<file path="config.mk">
export PLATFORM = sky130hd
export DESIGN_NAME = alu_issue_stage_flat
export DESIGN_NICKNAME = d
export VERILOG_FILES = /design/src/rtl/alu_issue_stage_if.sv /design/src/rtl/alu_issue_stage.sv /design/src/flat_wrapper.sv
export SDC_FILE = /design/constraint.sdc
export NUM_CORES = 1
export LEC_CHECK = 0
export BUFFER_PORTS_ARGS = -buffer_cell sky130_fd_sc_hd__buf_2
export CAP_MARGIN = 20
export CORE_MARGIN = 2
export CORE_UTILIZATION = 44
export CTS_CLUSTER_SIZE = 24
export DETAILED_ROUTE_END_ITERATION = 7
export GPL_ROUTABILITY_DRIVEN = 0
export GPL_TIMING_DRIVEN = 1
export PLACE_DENSITY = 0.77
export SLEW_MARGIN = 10
export SYNTH_ARGS = -nofsm -noshare
export SYNTH_HDL_FRONTEND = slang
export SYNTH_SLANG_ARGS = --single-unit
export TNS_END_PERCENT = 5
</file>
<file path="constraint.sdc">
create_clock -name clk -period 1.7 [get_ports clk]
set_input_delay 0.085 -clock clk [delete_from_list [all_inputs] [get_ports clk]]
set_output_delay 0.085 -clock clk [all_outputs]
set_load 0.005 [all_outputs]
</file>
<file path="src/rtl/alu_issue_stage_if.sv">
// ALU operand/control bundle between the issue register and the EX-stage ALU.
// Latency: none, wires only.
// Backpressure: ex_ready from the consumer stalls the producer while ex_valid is high.
interface alu_issue_stage_if;
    logic        ex_valid;
    logic        ex_ready;
    logic [4:0]  ALUControl;
    logic [31:0] alu_src1;
    logic [31:0] alu_src2;
    logic [4:0]  ex_dest;
    logic        ex_we;
    logic        ex_ov_en;
    logic        ex_ri;
    logic [31:0] ex_pc;

    modport master (
        output ex_valid, ALUControl, alu_src1, alu_src2, ex_dest,
               ex_we, ex_ov_en, ex_ri, ex_pc,
        input  ex_ready
    );

    modport slave (
        input  ex_valid, ALUControl, alu_src1, alu_src2, ex_dest,
               ex_we, ex_ov_en, ex_ri, ex_pc,
        output ex_ready
    );
endinterface

</file>
<file path="src/rtl/alu_issue_stage.sv">
// ID->EX issue register for ALU-class MIPS instructions: decode, operand select, RI detection.
// Latency: 1 cycle from accepted id_valid to ex_valid.
// Backpressure: id_ready = !ex_valid | ex_ready; payload held stable while ex_valid & !ex_ready.
module alu_issue_stage #(
    parameter int CNT_W = 32
) (
    input  logic             clk,
    input  logic             resetn,
    input  logic             id_valid,
    output logic             id_ready,
    input  logic [31:0]      id_inst,
    input  logic [31:0]      id_rs_val,
    input  logic [31:0]      id_rt_val,
    input  logic [31:0]      id_pc,
    input  logic             flush,
    alu_issue_stage_if.master ex,
    output logic [CNT_W-1:0] issue_cnt,
    output logic [CNT_W-1:0] ri_cnt
);

    // Instruction fields
    logic [5:0]  op;
    logic [4:0]  rt;
    logic [4:0]  rd;
    logic [4:0]  sa;
    logic [5:0]  funct;
    logic [15:0] imm;
    logic        unused_rs_field;

    assign op              = id_inst[31:26];
    assign rt              = id_inst[20:16];
    assign rd              = id_inst[15:11];
    assign sa              = id_inst[10:6];
    assign funct           = id_inst[5:0];
    assign imm             = id_inst[15:0];
    // rs arrives already resolved as id_rs_val, so the field itself is not needed
    assign unused_rs_field = ^id_inst[25:21];

    // Decoded payload
    logic [4:0]  d_ctrl;
    logic [31:0] d_src1;
    logic [31:0] d_src2;
    logic [4:0]  d_dest;
    logic        d_ok;
    logic        d_we;
    logic        d_ov_en;

    // Held payload
    logic        v_q;
    logic [4:0]  ctrl_q;
    logic [31:0] src1_q;
    logic [31:0] src2_q;
    logic [4:0]  dest_q;
    logic        we_q;
    logic        ov_en_q;
    logic        ri_q;
    logic [31:0] pc_q;

    logic        load;
    logic        xfer;

    assign id_ready = !v_q || ex.ex_ready;
    assign load     = id_valid && id_ready && !flush;
    assign xfer     = v_q && ex.ex_ready && !flush;

    // Decode instruction into ALU op, operands and destination; unknown encodings stay all-zero
    always_comb begin
        d_ctrl = 5'd0;
        d_src1 = 32'd0;
        d_src2 = 32'd0;
        d_dest = 5'd0;
        d_ok   = 1'b0;
        if (op == 6'h00) begin
            case (funct)
                6'h00: begin d_ok = 1'b1; d_ctrl = 5'd9;  d_src1 = {27'd0, sa}; d_src2 = id_rt_val; end
                6'h02: begin d_ok = 1'b1; d_ctrl = 5'd10; d_src1 = {27'd0, sa}; d_src2 = id_rt_val; end
                6'h03: begin d_ok = 1'b1; d_ctrl = 5'd11; d_src1 = {27'd0, sa}; d_src2 = id_rt_val; end
                6'h04: begin d_ok = 1'b1; d_ctrl = 5'd9;  d_src1 = id_rs_val; d_src2 = id_rt_val; end
                6'h06: begin d_ok = 1'b1; d_ctrl = 5'd10; d_src1 = id_rs_val; d_src2 = id_rt_val; end
                6'h07: begin d_ok = 1'b1; d_ctrl = 5'd11; d_src1 = id_rs_val; d_src2 = id_rt_val; end
                6'h20: begin d_ok = 1'b1; d_ctrl = 5'd12; d_src1 = id_rs_val; d_src2 = id_rt_val; end
                6'h21: begin d_ok = 1'b1; d_ctrl = 5'd0;  d_src1 = id_rs_val; d_src2 = id_rt_val; end
                6'h22: begin d_ok = 1'b1; d_ctrl = 5'd13; d_src1 = id_rs_val; d_src2 = id_rt_val; end
                6'h23: begin d_ok = 1'b1; d_ctrl = 5'd2;  d_src1 = id_rs_val; d_src2 = id_rt_val; end
                6'h24: begin d_ok = 1'b1; d_ctrl = 5'd5;  d_src1 = id_rs_val; d_src2 = id_rt_val; end
                6'h25: begin d_ok = 1'b1; d_ctrl = 5'd6;  d_src1 = id_rs_val; d_src2 = id_rt_val; end
                6'h26: begin d_ok = 1'b1; d_ctrl = 5'd7;  d_src1 = id_rs_val; d_src2 = id_rt_val; end
                6'h27: begin d_ok = 1'b1; d_ctrl = 5'd8;  d_src1 = id_rs_val; d_src2 = id_rt_val; end
                6'h2A: begin d_ok = 1'b1; d_ctrl = 5'd3;  d_src1 = id_rs_val; d_src2 = id_rt_val; end
                6'h2B: begin d_ok = 1'b1; d_ctrl = 5'd4;  d_src1 = id_rs_val; d_src2 = id_rt_val; end
                default: ;
            endcase
            if (d_ok) d_dest = rd;
        end else begin
            case (op)
                6'h08: begin d_ok = 1'b1; d_ctrl = 5'd12; d_src2 = {{16{imm[15]}}, imm}; end
                6'h09: begin d_ok = 1'b1; d_ctrl = 5'd0;  d_src2 = {{16{imm[15]}}, imm}; end
                6'h0A: begin d_ok = 1'b1; d_ctrl = 5'd3;  d_src2 = {{16{imm[15]}}, imm}; end
                6'h0B: begin d_ok = 1'b1; d_ctrl = 5'd4;  d_src2 = {{16{imm[15]}}, imm}; end
                6'h0C: begin d_ok = 1'b1; d_ctrl = 5'd5;  d_src2 = {16'd0, imm}; end
                6'h0D: begin d_ok = 1'b1; d_ctrl = 5'd6;  d_src2 = {16'd0, imm}; end
                6'h0E: begin d_ok = 1'b1; d_ctrl = 5'd7;  d_src2 = {16'd0, imm}; end
                // The ALU performs the <<16 itself, so lui only passes the raw immediate
                6'h0F: begin d_ok = 1'b1; d_ctrl = 5'd1;  d_src2 = {16'd0, imm}; end
                default: ;
            endcase
            if (d_ok) begin
                d_src1 = id_rs_val;
                d_dest = rt;
            end
        end
    end

    assign d_we    = d_ok && (d_dest != 5'd0);
    assign d_ov_en = d_ok && ((d_ctrl == 5'd12) || (d_ctrl == 5'd13));

    // Pipeline register: flush kills, load captures, drain clears valid; payload otherwise held
    always_ff @(posedge clk or negedge resetn) begin
        if (!resetn) begin
            v_q     <= 1'b0;
            ctrl_q  <= 5'd0;
            src1_q  <= 32'd0;
            src2_q  <= 32'd0;
            dest_q  <= 5'd0;
            we_q    <= 1'b0;
            ov_en_q <= 1'b0;
            ri_q    <= 1'b0;
            pc_q    <= 32'd0;
        end else if (flush) begin
            v_q <= 1'b0;
        end else if (load) begin
            v_q     <= 1'b1;
            ctrl_q  <= d_ctrl;
            src1_q  <= d_src1;
            src2_q  <= d_src2;
            dest_q  <= d_dest;
            we_q    <= d_we;
            ov_en_q <= d_ov_en;
            ri_q    <= !d_ok;
            pc_q    <= id_pc;
        end else if (v_q && ex.ex_ready) begin
            v_q <= 1'b0;
        end
    end

    // Count transfers to EX and the subset that carry a reserved-instruction exception
    always_ff @(posedge clk or negedge resetn) begin
        if (!resetn) begin
            issue_cnt <= '0;
            ri_cnt    <= '0;
        end else if (xfer) begin
            issue_cnt <= issue_cnt + CNT_W'(1);
            if (ri_q) ri_cnt <= ri_cnt + CNT_W'(1);
        end
    end

    assign ex.ex_valid   = v_q;
    assign ex.ALUControl = ctrl_q;
    assign ex.alu_src1   = src1_q;
    assign ex.alu_src2   = src2_q;
    assign ex.ex_dest    = dest_q;
    assign ex.ex_we      = we_q;
    assign ex.ex_ov_en   = ov_en_q;
    assign ex.ex_ri      = ri_q;
    assign ex.ex_pc      = pc_q;

endmodule
</file>
<file path="src/flat_wrapper.sv">
// flat-port wrapper written by rule: the top's interface ports become plain ports
module alu_issue_stage_flat 
#(
    parameter int CNT_W = 32
)
  (clk, resetn, id_valid, id_ready, id_inst, id_rs_val, id_rt_val, id_pc, flush, issue_cnt, ri_cnt, ex_ex_valid, ex_ALUControl, ex_alu_src1, ex_alu_src2, ex_ex_dest, ex_ex_we, ex_ex_ov_en, ex_ex_ri, ex_ex_pc, ex_ex_ready);
  alu_issue_stage_if ex_i ();
  input  logic clk;
  input  logic resetn;
  input  logic id_valid;
  output logic id_ready;
  input  logic [31:0] id_inst;
  input  logic [31:0] id_rs_val;
  input  logic [31:0] id_rt_val;
  input  logic [31:0] id_pc;
  input  logic flush;
  output logic [CNT_W-1:0] issue_cnt;
  output logic [CNT_W-1:0] ri_cnt;
  output wire logic [$bits(ex_i.ex_valid)-1:0] ex_ex_valid;
  output wire logic [$bits(ex_i.ALUControl)-1:0] ex_ALUControl;
  output wire logic [$bits(ex_i.alu_src1)-1:0] ex_alu_src1;
  output wire logic [$bits(ex_i.alu_src2)-1:0] ex_alu_src2;
  output wire logic [$bits(ex_i.ex_dest)-1:0] ex_ex_dest;
  output wire logic [$bits(ex_i.ex_we)-1:0] ex_ex_we;
  output wire logic [$bits(ex_i.ex_ov_en)-1:0] ex_ex_ov_en;
  output wire logic [$bits(ex_i.ex_ri)-1:0] ex_ex_ri;
  output wire logic [$bits(ex_i.ex_pc)-1:0] ex_ex_pc;
  input wire logic [$bits(ex_i.ex_ready)-1:0] ex_ex_ready;
  assign ex_ex_valid = ex_i.ex_valid;
  assign ex_ALUControl = ex_i.ALUControl;
  assign ex_alu_src1 = ex_i.alu_src1;
  assign ex_alu_src2 = ex_i.alu_src2;
  assign ex_ex_dest = ex_i.ex_dest;
  assign ex_ex_we = ex_i.ex_we;
  assign ex_ex_ov_en = ex_i.ex_ov_en;
  assign ex_ex_ri = ex_i.ex_ri;
  assign ex_ex_pc = ex_i.ex_pc;
  assign ex_i.ex_ready = ex_ex_ready;
  alu_issue_stage #(.CNT_W(CNT_W)) u_core (.clk(clk), .resetn(resetn), .id_valid(id_valid), .id_ready(id_ready), .id_inst(id_inst), .id_rs_val(id_rs_val), .id_rt_val(id_rt_val), .id_pc(id_pc), .flush(flush), .ex(ex_i), .issue_cnt(issue_cnt), .ri_cnt(ri_cnt));
endmodule
</file>
Word-level counts from Yosys, hierarchy flattened
Index checks and enable logic that the tools add are counted.
Storage, ports and cells
  register bits: 174
  bits in latches: 0
  RAM bits: 0
  ROM bits: 0
  bits of input ports: 133
  output and inout port bits: 175
  word-level logic and storage cells: 85
  memories: 0
Operators by class
  add/sub/neg operators: 2
  multipliers: 0
  divide/modulo/power cells: 0
  $lt $le $gt $ge: 0
  eq/ne operators: 25
  shift operators: 0
  muxes and demuxes: 20
  bitwise logic cells: 1
  reductions and logical operators: 26
Operators by type and width (count)
  32-bit 2-to-1 mux: 4
  32-bit one-hot mux with 2 select lines: 2
  32-bit by 1-bit adder with 32-bit output, second input constant: 2
  6-bit == test, second input constant: 10
  6-bit by 4-bit == test with 1-bit output, second input constant: 8
  4-bit one-hot mux with 12 select lines: 1
  4-bit one-hot mux with 7 select lines: 1
  5-bit 2-to-1 mux: 4
  6-bit by 3-bit == test with 1-bit output, second input constant: 3
  16-bit OR reduction: 1
  13-bit OR reduction: 1
  6-bit by 2-bit == test with 1-bit output, second input constant: 2
  6-bit logical NOT: 2
  5-bit by 4-bit == test with 1-bit output, second input constant: 2
  1-bit 2-to-1 mux: 8
  4-bit OR reduction: 2
  8-bit OR reduction: 1
  1-bit logical AND: 6
  2-bit OR reduction: 3
  5-bit nonzero test: 1
  2-bit AND reduction: 2
  1-bit logical NOT: 3
  3-bit nonzero test: 1
  3-bit OR reduction: 1
  2 further kinds: 3

Logic depth before layout (Yosys ltp)
Gate-level depths: netlist of the first run.
  word-level depth: 8
  mapped depth: 8
  depth with buffers taken out: 6

Worst setup path after synthesis of the first run
OpenSTA, ideal clock, no wires.
  kind: register -> register
  start point: reg u_core.issue_cnt[12]
  end point: reg u_core.issue_cnt[29]
  setup time: 123 ps
  data arrival time: 1610 ps
  data required time: 1577 ps
  setup slack: -33 ps
  cell stages (with the launch flop): 6
  path buffers: 0
  clock period less this slack: 1733 ps
  cells stage by stage: dfrtp_1 -> and4_1 -> nand3_1 -> nor4_2 -> nand4_1 -> xnor2_1
Between the ends
  word-level cells in the longest chain between the ends: 1
Ends and longest elaborated chain
  start, declared: line alu_issue_stage.sv:17  | output logic [CNT_W-1:0] issue_cnt,
  start signal, assigned: line alu_issue_stage.sv:152  | issue_cnt <= issue_cnt + CNT_W'(1);
  32-bit by 1-bit adder with 32-bit output: line alu_issue_stage.sv:152
Every way passes these cells.
A chain may end at the register's enable or synchronous reset.

Worst setup path in the final report of the first run
  start point: reg u_core.v_q, in the netlist u_core.ex.ex_valid
  end point: reg u_core.src2_q[3], in the netlist u_core.ex.alu_src2[3]
Between the ends
  word-level cells in the longest chain between the ends: 5
Ends and longest elaborated chain
  start, declared: line alu_issue_stage.sv:49  | logic v_q;
  start signal, assigned: line alu_issue_stage.sv:120  | v_q <= 1'b0;
  start signal, assigned: line alu_issue_stage.sv:130  | v_q <= 1'b0;
  start signal, assigned: line alu_issue_stage.sv:132  | v_q <= 1'b1;
  1-bit logical NOT: line alu_issue_stage.sv:62  | assign id_ready = !v_q || ex.ex_ready;
  1-bit logical OR: line alu_issue_stage.sv:62
  1-bit logical AND (2 in series): line alu_issue_stage.sv:63  | assign load = id_valid && id_ready && !flush;
  2-bit AND reduction (no source line)
  end signal, assigned: line alu_issue_stage.sv:135  | src2_q <= d_src2;
  end, declared: line alu_issue_stage.sv:52  | logic [31:0] src2_q;
Every way passes these cells.

==> results of run 1 <==
cell usage in the layout (no fill, tap or decap), drive strengths merged, types with 4 or more instances in the layout:
cell / synthesis / layout
a22o: 28 / 28
clkinv: 0 / 4
and2: 5 / 5
a221oi: 26 / 26
xor2: 10 / 10
and3: 11 / 11
nand4: 16 / 16
dlygate4sd3: 0 / 114
dfrtp: 173 / 173
nor2b: 4 / 4
o21ai: 6 / 6
nor3b: 4 / 4
xnor2: 53 / 53
nor2: 84 / 84
nand3: 24 / 24
inv: 4 / 7
and4: 9 / 9
nand2: 144 / 144
nor4: 4 / 4
buf: 10 / 372
nor3: 5 / 5
a21oi: 24 / 24
clkbuf: 28 / 23
metrics by stage:
step                      util, %  hold WS [ns]  cells  setup WS, ns  area (µm²)
final                       69.89       0.03575   1410      -0.04173       11550
after global routing        69.89       0.03758   1410       -0.1451       11550
after CTS                   68.57       0.01082   1399     -0.006420       11330
after detailed placement    58.06       0.04243   1253       -0.1294        9594
after global placement      58.06       0.04409   1253      -0.06918        9594
after floorplan                 -       -0.2106    708      -0.01247        7430
cells by family (layout without fill, tap and decap cells):
logic type / after synthesis / count (layout)
adders and majority gates: 3 / 3
and+or+nand+nor: 323 / 323
muxes: 4 / 4
buffers and inverters: 42 / 524
xor gates and xnor gates: 63 / 63
DFF: 173 / 173
other: 1 / 1
AOI/OAI and AO/OA: 99 / 99
registers in the layout, summed over array words and instances (netlist names):
name	count
u_core.ex.alu_src1	32
u_core.ex.alu_src2	32
u_core.ex.ex_pc	32
u_core.issue_cnt	32
u_core.ri_cnt	32
u_core.ex.ex_dest	5
u_core.ex.ALUControl	4
u_core.ex.ex_ov_en	1
u_core.ex.ex_ri	1
u_core.ex.ex_valid	1
u_core.ex.ex_we	1
timing repair:
item,CTS,global route
pin swaps,0,9
cloned,0,2
setup buffers,0,9
hold buffers,114,0
endpoints found under the hold margin,237,0
resized for setup,4,26
endpoints found under the setup margin,7,74
synthesized netlist by cell type (all sizes together), types with 3 or more instances:
cell type	count	area (µm²)
dfrtp	173	4329
nand2	144	540.5
nor2	84	315.3
xnor2	53	464.2
a22o	28	245.2
clkbuf	28	105.1
a221oi	26	227.7
a21oi	24	120.1
nand3	24	120.1
nand4	16	100.1
and3	11	70.07
buf	10	102.6
xor2	10	87.58
and4	9	78.83
o21ai	6	30.03
and2	5	33.78
nor3	5	30.03
inv	4	15.01
nor2b	4	25.02
nor3b	4	35.03
nor4	4	46.29
a31oi	3	18.77
mux2	3	33.78
nand2b	3	18.77
or4	3	26.27
power by group:
| group | internal (mW) | total (mW) | switching (mW) |
|---|---|---|---|
| clock | 2.15 | 3.83 | 1.68 |
| sequential | 4.51 | 4.80 | 0.295 |
| combinational | 0.974 | 1.87 | 0.897 |
worst paths after layout:
check,startpoint,cells past startpoint,end
hold / removal,id_inst[2],3,u_core.ex.alu_src2[2]
setup / recovery,u_core.ex.ex_valid,7,u_core.ex.alu_src2[3]
min in group asynchronous,resetn,2,u_core.ri_cnt[26]
setup reg to reg,u_core.ex.ex_valid,7,u_core.ex.alu_src2[3]
hold reg to reg,u_core.ex.ex_pc[26],2,u_core.ex.ex_pc[26]
max in group asynchronous,resetn,3,u_core.ex.alu_src1[19]
layout make-up:
type	count	area, µm²	share of cell area, %
clock buffers	21	470.5	4.074
clock inverters	11	106.4	0.9209
inverters	4	15.01	0.1300
multi-input cells	493	2985	25.85
flip-flops and latches	173	4332	37.51
well taps	220	275.3	2.384
repair buffers	488	3364	29.13
critical path, delay by kind of cell, from the launching register on:
family | cells | cell delay (ns)
AND/OR/NAND/NOR | 3 | 0.41
AO/OA/AOI/OAI | 1 | 0.37
flip-flops | 1 | 0.40
buffers and inverters | 3 | 0.44
routing by layer:
metal,part of all wire [%],track usage (%)
met1,39,33.44
met2,49,43.79
met3,7.4,6.954
met4,3.9,12.53
met5,0,0
==> results_dict.tcl, run 1 <==
set metrics [dict create \
    status "complete, but fails checks" \
    violations "setup timing" \
    total_power_mw 10.50 \
    synth-edff-count 0 \
    avgSynthCellArea_um2 10.48 \
    portBuffers 301 \
    synth_ff_type "dfrtp_1" \
    syn_inst 708 \
    critPathMaxStageDelay_ns 0.40 \
    yosys.cell_types.count 53 \
    ff2ff_setup_slack_ns -0.04 \
    ys_seq_area_share_pct 58.34 \
    ys_warn_count 0 \
    synth-simple-area-share_pct 20.13 \
    die_area_um2 17920 \
    setup_slack_ns -0.04173 \
    power.density_nw_per_um2 909.3 \
    drt_wl_total_um 24390 \
    start_util_pct 44.91 \
    final_max_slew_viol_count 0 \
    yosys.area_share.xor_xnor_pct 7.436 \
    p_leak_nw 5.962 \
    grt_pass1_vias 7399 \
    setup.worst_path.start_class "flip-flop" \
    vias_per_cell 5.260 \
    worstPathRequired_ns 2.00 \
    fin_crit_sh_pct 102.5 \
    period_needed_ns 1.742 \
    drt_iter0_drc 423 \
    synthAdderAreaFrac_pct 0.4721 \
    fin_skew_ns 0.007124 \
    die_y_um 133.9 \
    grt_pass1_wl_um 37890 \
    route.detailed.drc 0 \
    cts_htree_levels 4 \
    numCtsBuffers 17 \
    root_buffer "clkbuf_16" \
    tritoncts "yes" \
    io_pins 308 \
    maxCapViolations 0 \
    crit_fanout 19 \
    rsz0062_at_grt "true" \
    ant_nets 0 \
    hold_class "primary input to flip-flop" \
    fin_nets 1312 \
    grt_max_degree 65 \
    coreArea_um2 16520 \
    clkTransAtPathRegs_ns 0.07 \
    synth_nets 843 \
    ir_worst_vdd_mv 0.7091 \
    fill_cells 1165 \
    worst_setup_path_end_kind "flip-flop" \
    wire_per_inst_um 17.30 \
    grt_overflow_total 0 \
    place_hpwl_um 15570 \
    ys_ff_latch 173 \
    clockBufferDepth 2 \
    fp-row-count 47 \
    hold_viol 0 \
    syn-cell-area_um2 7421 \
    cts_sinks 173 \
    muxShareOfSynthArea_pct 0.5901 \
    synth_compound_area_share_pct 9.981 \
    setup_tns_ns -0.04173 \
    crit_type "flip-flop to flip-flop" \
    synth_top_family_by_area "simple AND/OR/NAND/NOR gates" \
    drive_gt1_share_pct 37.23 \
    diodes 0 \
    synthToLayoutAreaGrowth_pct 55.62 \
    antenna_found_initial 0 \
    setup_violations 1 \
    crit_arrival_ns 2.04 \
    path_cells "nor2b_4, inv_2, nand3b_1, buf_4, clkbuf_16, a221oi_1, nor2_1" \
    drtPass1Iterations 5 \
    die_x_um 133.9 \
    grtUsageTotal_pct 26.80 \
    vias 7416 \
    clock_latency_ns 0.42 \
    fmax_mhz 574.1 \
    critPathSlowestCell "dfrtp_1" \
    async_flop_share_pct 100.0 \
]
(Power assumes the default switching activity.)
==> inputs of run 2 (changes only) <==
--- a/config.mk
+++ b/config.mk
@@ -8,12 +8,12 @@
 export BUFFER_PORTS_ARGS = -buffer_cell sky130_fd_sc_hd__buf_2
 export CAP_MARGIN = 20
 export CORE_MARGIN = 2
-export CORE_UTILIZATION = 44
+export CORE_UTILIZATION = 45
 export CTS_CLUSTER_SIZE = 24
 export DETAILED_ROUTE_END_ITERATION = 7
 export GPL_ROUTABILITY_DRIVEN = 0
 export GPL_TIMING_DRIVEN = 1
-export PLACE_DENSITY = 0.77
+export PLACE_DENSITY = 0.76
 export SLEW_MARGIN = 10
 export SYNTH_ARGS = -nofsm -noshare
 export SYNTH_HDL_FRONTEND = slang
==> constraint.sdc (replaced) <==
create_clock -name clk -period 2.1 [get_ports clk]
set_input_delay 0.315 -clock clk [delete_from_list [all_inputs] [get_ports clk]]
set_output_delay 0.315 -clock clk [all_outputs]
set_load 0.005 [all_outputs]
==> run 2 against run 1 <==
The run now ends clean. Die area decreased by 2.2%. Critical endpoint is now u_core.ex.alu_src2[28]. Highest routed layer unchanged. Wire length down 17%. First-iteration DRC count decreased by 5.0%. Largest cell class unchanged. Register-to-register slack better by 0.33 ns. Final area shrank 15%. Hold slack gained 0.045 ns. Core utilization shrank 8.3 points.
==> results_dict.tcl, run 2 (synthesis gave the netlist of run 1 again) <==
set metrics [dict create \
    hold_depth 3 \
    critPathMaxStageDelay_ns 0.41 \
    period_needed_ns 1.815 \
    crit_family "buffers and inverters" \
    ant_nets 0 \
    min_from "id_pc[15]" \
    numCtsBuffers 17 \
    root_buffer "clkbuf_16" \
    grt.busiest_layer "met2" \
    grt_pass1_wl_um 33060 \
    die_x_um 132.4 \
    synthToLayoutAreaGrowth_pct 32.84 \
    hold_class "primary input to flip-flop" \
    drive_gt1_share_pct 36.05 \
    die_area_um2 17530 \
    route.detailed.drc 0 \
    p_leak_nw 5.182 \
    met2_usage_pct 38.74 \
    tightestPinTransition_ns 0.5363 \
    fmax_mhz 550.9 \
    timing.slew.headroom_pct 64.25 \
    dp.cells 1212 \
    grt_overflow_total 0 \
    crit_buf_inv 2 \
    grt_max_degree 58 \
    vias 6379 \
    clock_latency_ns 0.42 \
    antenna_found_initial 1 \
    cts_resized 0 \
    crit_arrival_ns 2.15 \
    vias_per_cell 5.124 \
    io_pins 308 \
    reg2reg_depth 6 \
    maxCapViolations 0 \
    cts_setup_buffers 0 \
    start_util_pct 46.38 \
    fin_hold_ws_ns 0.08083 \
    ir_worst_vdd_mv 0.5684 \
    wire_per_inst_um 16.33 \
    ff2ff_setup_slack_ns 0.28 \
    r2r-end "u_core.ex.alu_src2[28]" \
    final_max_slew_viol_count 0 \
    cts_sinks 173 \
    fin_nets 1151 \
    power.density_nw_per_um2 825.4 \
    critPathSlowestCell "buf_4" \
    fp-row-count 46 \
    hold_viol 0 \
    clockBufferDepth 2 \
    status "finished clean" \
    drt_iter0_drc 402 \
    final_common_cell "buf_2" \
    grtUsageTotal_pct 23.75 \
    setup_violations 0 \
    clkTransAtPathRegs_ns 0.07 \
    grt_use_met3_pct 6.743 \
    fin_skew_ns 0.007404 \
    setup_tns_ns 0 \
    die_y_um 132.4 \
    ctsHoldBuffers 1 \
    reg2reg_from "u_core.ex.ex_valid" \
    coreArea_um2 16000 \
    final_util_pct 61.61 \
    cts_htree_levels 4 \
    crit_top_cell "buf_4" \
    worst_setup_path_end_kind "flip-flop" \
    instances_no_fill 1245 \
    drt_wl_total_um 20330 \
    met1_usage_pct 30.75 \
    startpoint "u_core.ex.ex_valid" \
    worstPathRequired_ns 2.43 \
    path_cells "nor2b_1, nor3b_2, buf_4, buf_4, nor2_1, a21oi_1" \
    drtPass1Iterations 5 \
    hold_end "u_core.ex.ex_pc[15]" \
    final_cell_mix "300 x buf_2, 173 x dfrtp_1, 144 x nand2_1, 84 x nor2_1, 53 x xnor2_1" \
    grt_pass1_vias 6355 \
    diodes 0 \
    place_hpwl_um 15210 \
    setup.worst_path.start_class "flip-flop" \
    fin_crit_sh_pct 86.44 \
    tritoncts "yes" \
    crit_fanout 44 \
    portBuffers 301 \
    rsz0062_at_grt "false" \
    crit_type "flip-flop to flip-flop" \
]
-- run 2: cell count changes in the layout (fill, tap and decap cells not counted), sizes merged --
cell,previous run,this run
clkbuf,23,20
clkinv,4,5
buf,372,326
clkinvlp,3,2
dlygate4sd3,114,1
bufinv,1,2
-- run 2: metal layers --
layer / wire, µm / vias up / part of all wire [%]
met5: 0 / - / 0
met4: 420 / 0 / 2.1
met3: 1510 / 29 / 7.4
met2: 9772 / 246 / 48
met1: 8622 / 3049 / 42
li1: - / 3055 / -
-- run 2: how the worst max path moves through the flow --
| stage | endpoint | slack [ns] | cells after the start |
|---|---|---|---|
| global route | u_core.issue_cnt[14] | 0.08 | 5 |
| global placement | u_core.ex.alu_src1[27] | 0.07 | 6 |
| detailed placement | u_core.ex.alu_src1[21] | 0.03 | 6 |
| floorplan | u_core.ex.alu_src1[11] | 0.26 | 7 |
| CTS | u_core.issue_cnt[14] | 0.27 | 5 |
| finish | u_core.ex.alu_src2[28] | 0.28 | 6 |
-- run 2: where the power goes --
part,internal [mW],switching (mW),leakage [nW]
logic,0.547,0.603,2.65
clock network,1.80,1.31,0.281
registers,3.65,0.229,2.25
-- run 2: stage by stage --
step                      power (mW)  setup slack, ns  cell area (µm²)
final                          8.137           0.2848             9858
after global routing           8.559          0.08204             9858
after CTS                      8.224           0.2672             9858
after detailed placement       5.101          0.02673             9264
after global placement         5.066          0.06714             9264
after floorplan                4.376           0.2571             7421
-- run 2: cell type report --
cell class	count	area [µm²]
well taps	216	270.3
multi-input cells	493	2887
clock buffers	20	446.7
inverters	4	15.01
clock inverters	12	137.6
fillers	1383	6142
flip-flops and latches	173	4329
repair buffers	327	1773
-- run 2: worst min-delay path, delay by kind of cell --
kind / cells / cell delay, ns
AND/OR/NAND/NOR: 2 / 0.08
buffers and inverters: 1 / 0.07
==> inputs of run 3 (changes only) <==
--- a/config.mk
+++ b/config.mk
@@ -7,6 +7,7 @@
 export LEC_CHECK = 0
 export BUFFER_PORTS_ARGS = -buffer_cell sky130_fd_sc_hd__buf_2
 export CAP_MARGIN = 20
+export CORE_ASPECT_RATIO = 0.75
 export CORE_MARGIN = 2
 export CORE_UTILIZATION = 45
 export CTS_CLUSTER_SIZE = 24
==> run 3 against run 2 <==
Final area is 0.29% lower. Register-to-register slack got worse by 0.06 ns. Critical path depth up 1. Clock skew is 0.0051 ns higher. Largest cell class unchanged. Die area about the same. Non-clock buffer count unchanged. Largest power group unchanged. Via count increased by 1.1%.
==> results_dict.tcl, run 3 (synthesis gave the netlist of run 1 again) <==
set metrics [dict create \
    crit_type "flip-flop to flip-flop" \
    fin_crit_sh_pct 89.52 \
    status "finished clean" \
    crit_arrival_ns 2.23 \
    synthToLayoutAreaGrowth_pct 32.46 \
    vias 6446 \
    final_max_slew_viol_count 0 \
    grt_overflow_total 0 \
    power.density_nw_per_um2 822.5 \
    critPathSlowestCell "nor4_1" \
    start_util_pct 46.19 \
    tritoncts "yes" \
    path_cells "nor2b_1, inv_1, nand3b_1, buf_12, nor4_1, buf_4, a22o_1" \
    grt_pass1_vias 6079 \
    fin_hold_ws_ns 0.07796 \
    p_leak_nw 5.178 \
    total_power_mw 8.085 \
    clkTransAtPathRegs_ns 0.07 \
    fin_nets 1151 \
    maxCapViolations 0 \
    fp-row-count 40 \
    wire_per_inst_um 15.93 \
    timing.slew.headroom_pct 66.39 \
    io_pins 308 \
    drtPass1Iterations 4 \
    route.detailed.drc 0 \
    drt_iter0_drc 397 \
    final_common_cell "buf_2" \
    period_needed_ns 1.880 \
    worstPathRequired_ns 2.45 \
    vias_per_cell 5.194 \
    place_hpwl_um 14290 \
    final_cell_mix "300 x buf_2, 173 x dfrtp_1, 144 x nand2_1, 84 x nor2_1, 53 x xnor2_1" \
    portBuffers 301 \
    root_buffer "clkbuf_16" \
    drt_wl_total_um 19770 \
    fin_skew_ns 0.01250 \
    cts_htree_levels 4 \
    coreArea_um2 16070 \
    crit_fanout 50 \
    grt_max_degree 59 \
    ant_nets 0 \
    grt_pass1_wl_um 31430 \
    worst_setup_path_end_kind "flip-flop" \
    hold_viol 0 \
    antenna_found_initial 4 \
    grtUsageTotal_pct 22.41 \
    clock_latency_ns 0.42 \
    rsz0062_at_grt "false" \
    die_area_um2 17540 \
    tightestPinTransition_ns 0.5041 \
    crit_buf_inv 3 \
    clockBufferDepth 2 \
    die_y_um 115.2 \
    crit_family "simple AND/OR/NAND/NOR gates" \
    fmax_mhz 532.0 \
    drive_gt1_share_pct 35.99 \
    die_x_um 152.3 \
    setup_violations 0 \
    numCtsBuffers 17 \
    critPathMaxStageDelay_ns 0.47 \
    setup.worst_path.start_class "flip-flop" \
    hold_class "primary input to flip-flop" \
    cts_sinks 173 \
    ir_worst_vdd_mv 0.5238 \
]
-- run 3: final cells by class --
type / count / area (µm²)
Sequential cell: 173 / 4329
Fill cell: 1347 / 6236
Inverter: 4 / 15.01
Tap cell: 210 / 262.8
Clock buffer: 20 / 456.7
Timing Repair Buffer: 327 / 1773
Antenna cell: 3 / 7.507
Multi-Input combinational cell: 493 / 2880
Clock inverter: 11 / 105.1
-- run 3: final timing paths --
| check | startpoint | cells past startpoint | slack [ns] | end |
|---|---|---|---|---|
| setup / recovery | u_core.ex.ex_valid | 7 | 0.22 | u_core.ex.ex_ov_en |
| hold / removal | id_pc[17] | 3 | 0.08 | u_core.ex.ex_pc[17] |
| setup reg to reg | u_core.ex.ex_valid | 7 | 0.22 | u_core.ex.ex_ov_en |
| hold reg to reg | u_core.ex.ex_pc[13] | 2 | 0.47 | u_core.ex.ex_pc[13] |
| max in group asynchronous | resetn | 3 | 1.00 | u_core.ex.alu_src2[19] |
| min in group asynchronous | resetn | 2 | 0.40 | u_core.ri_cnt[26] |
-- run 3: repair_timing --
| action | in CTS | in global routing |
|---|---|---|
| setup buffers | 0 | 0 |
| hold buffers | 1 | 0 |
| gates resized for setup | 0 | 0 |
| hold endpoints to repair | 50 | 0 |
| endpoints found under the setup margin | 0 | 0 |
-- run 3: where the power goes --
part           internal [mW]  switching [mW]
registers               3.65           0.237
logic                  0.548           0.592
clock network           1.71            1.36
total                   5.90            2.18
-- run 3: worst min-delay path: stages --
cell and delay (ns):
buf_2 0.07, nand2_1 0.04, nand2_1 0.04
-- run 3: stage by stage --
stage / utilization (%) / cells / setup WS (ns) / TNS, ns / cell area (µm²)
after detailed placement: 57.58 / 1206 / -0.008434 / -0.01236 / 9250
after CTS: 61.14 / 1238 / 0.2642 / 0 / 9822
after global placement: 57.58 / 1206 / 0.04285 / 0 / 9250
after floorplan: - / 708 / 0.2571 / 0 / 7421
final: 61.18 / 1241 / 0.2202 / 0 / 9829
after global routing: 61.18 / 1241 / 0.1234 / 0 / 9829
-- run 3: metal layers --
layer / routed length, µm / global-route usage, % / part of all wire (%)
met2: 9307 / 34.53 / 47
met3: 1590 / 6.973 / 8.0
met1: 8610 / 30.62 / 44
met5: 13 / 0 / 0.066
met4: 243 / 7.227 / 1.2
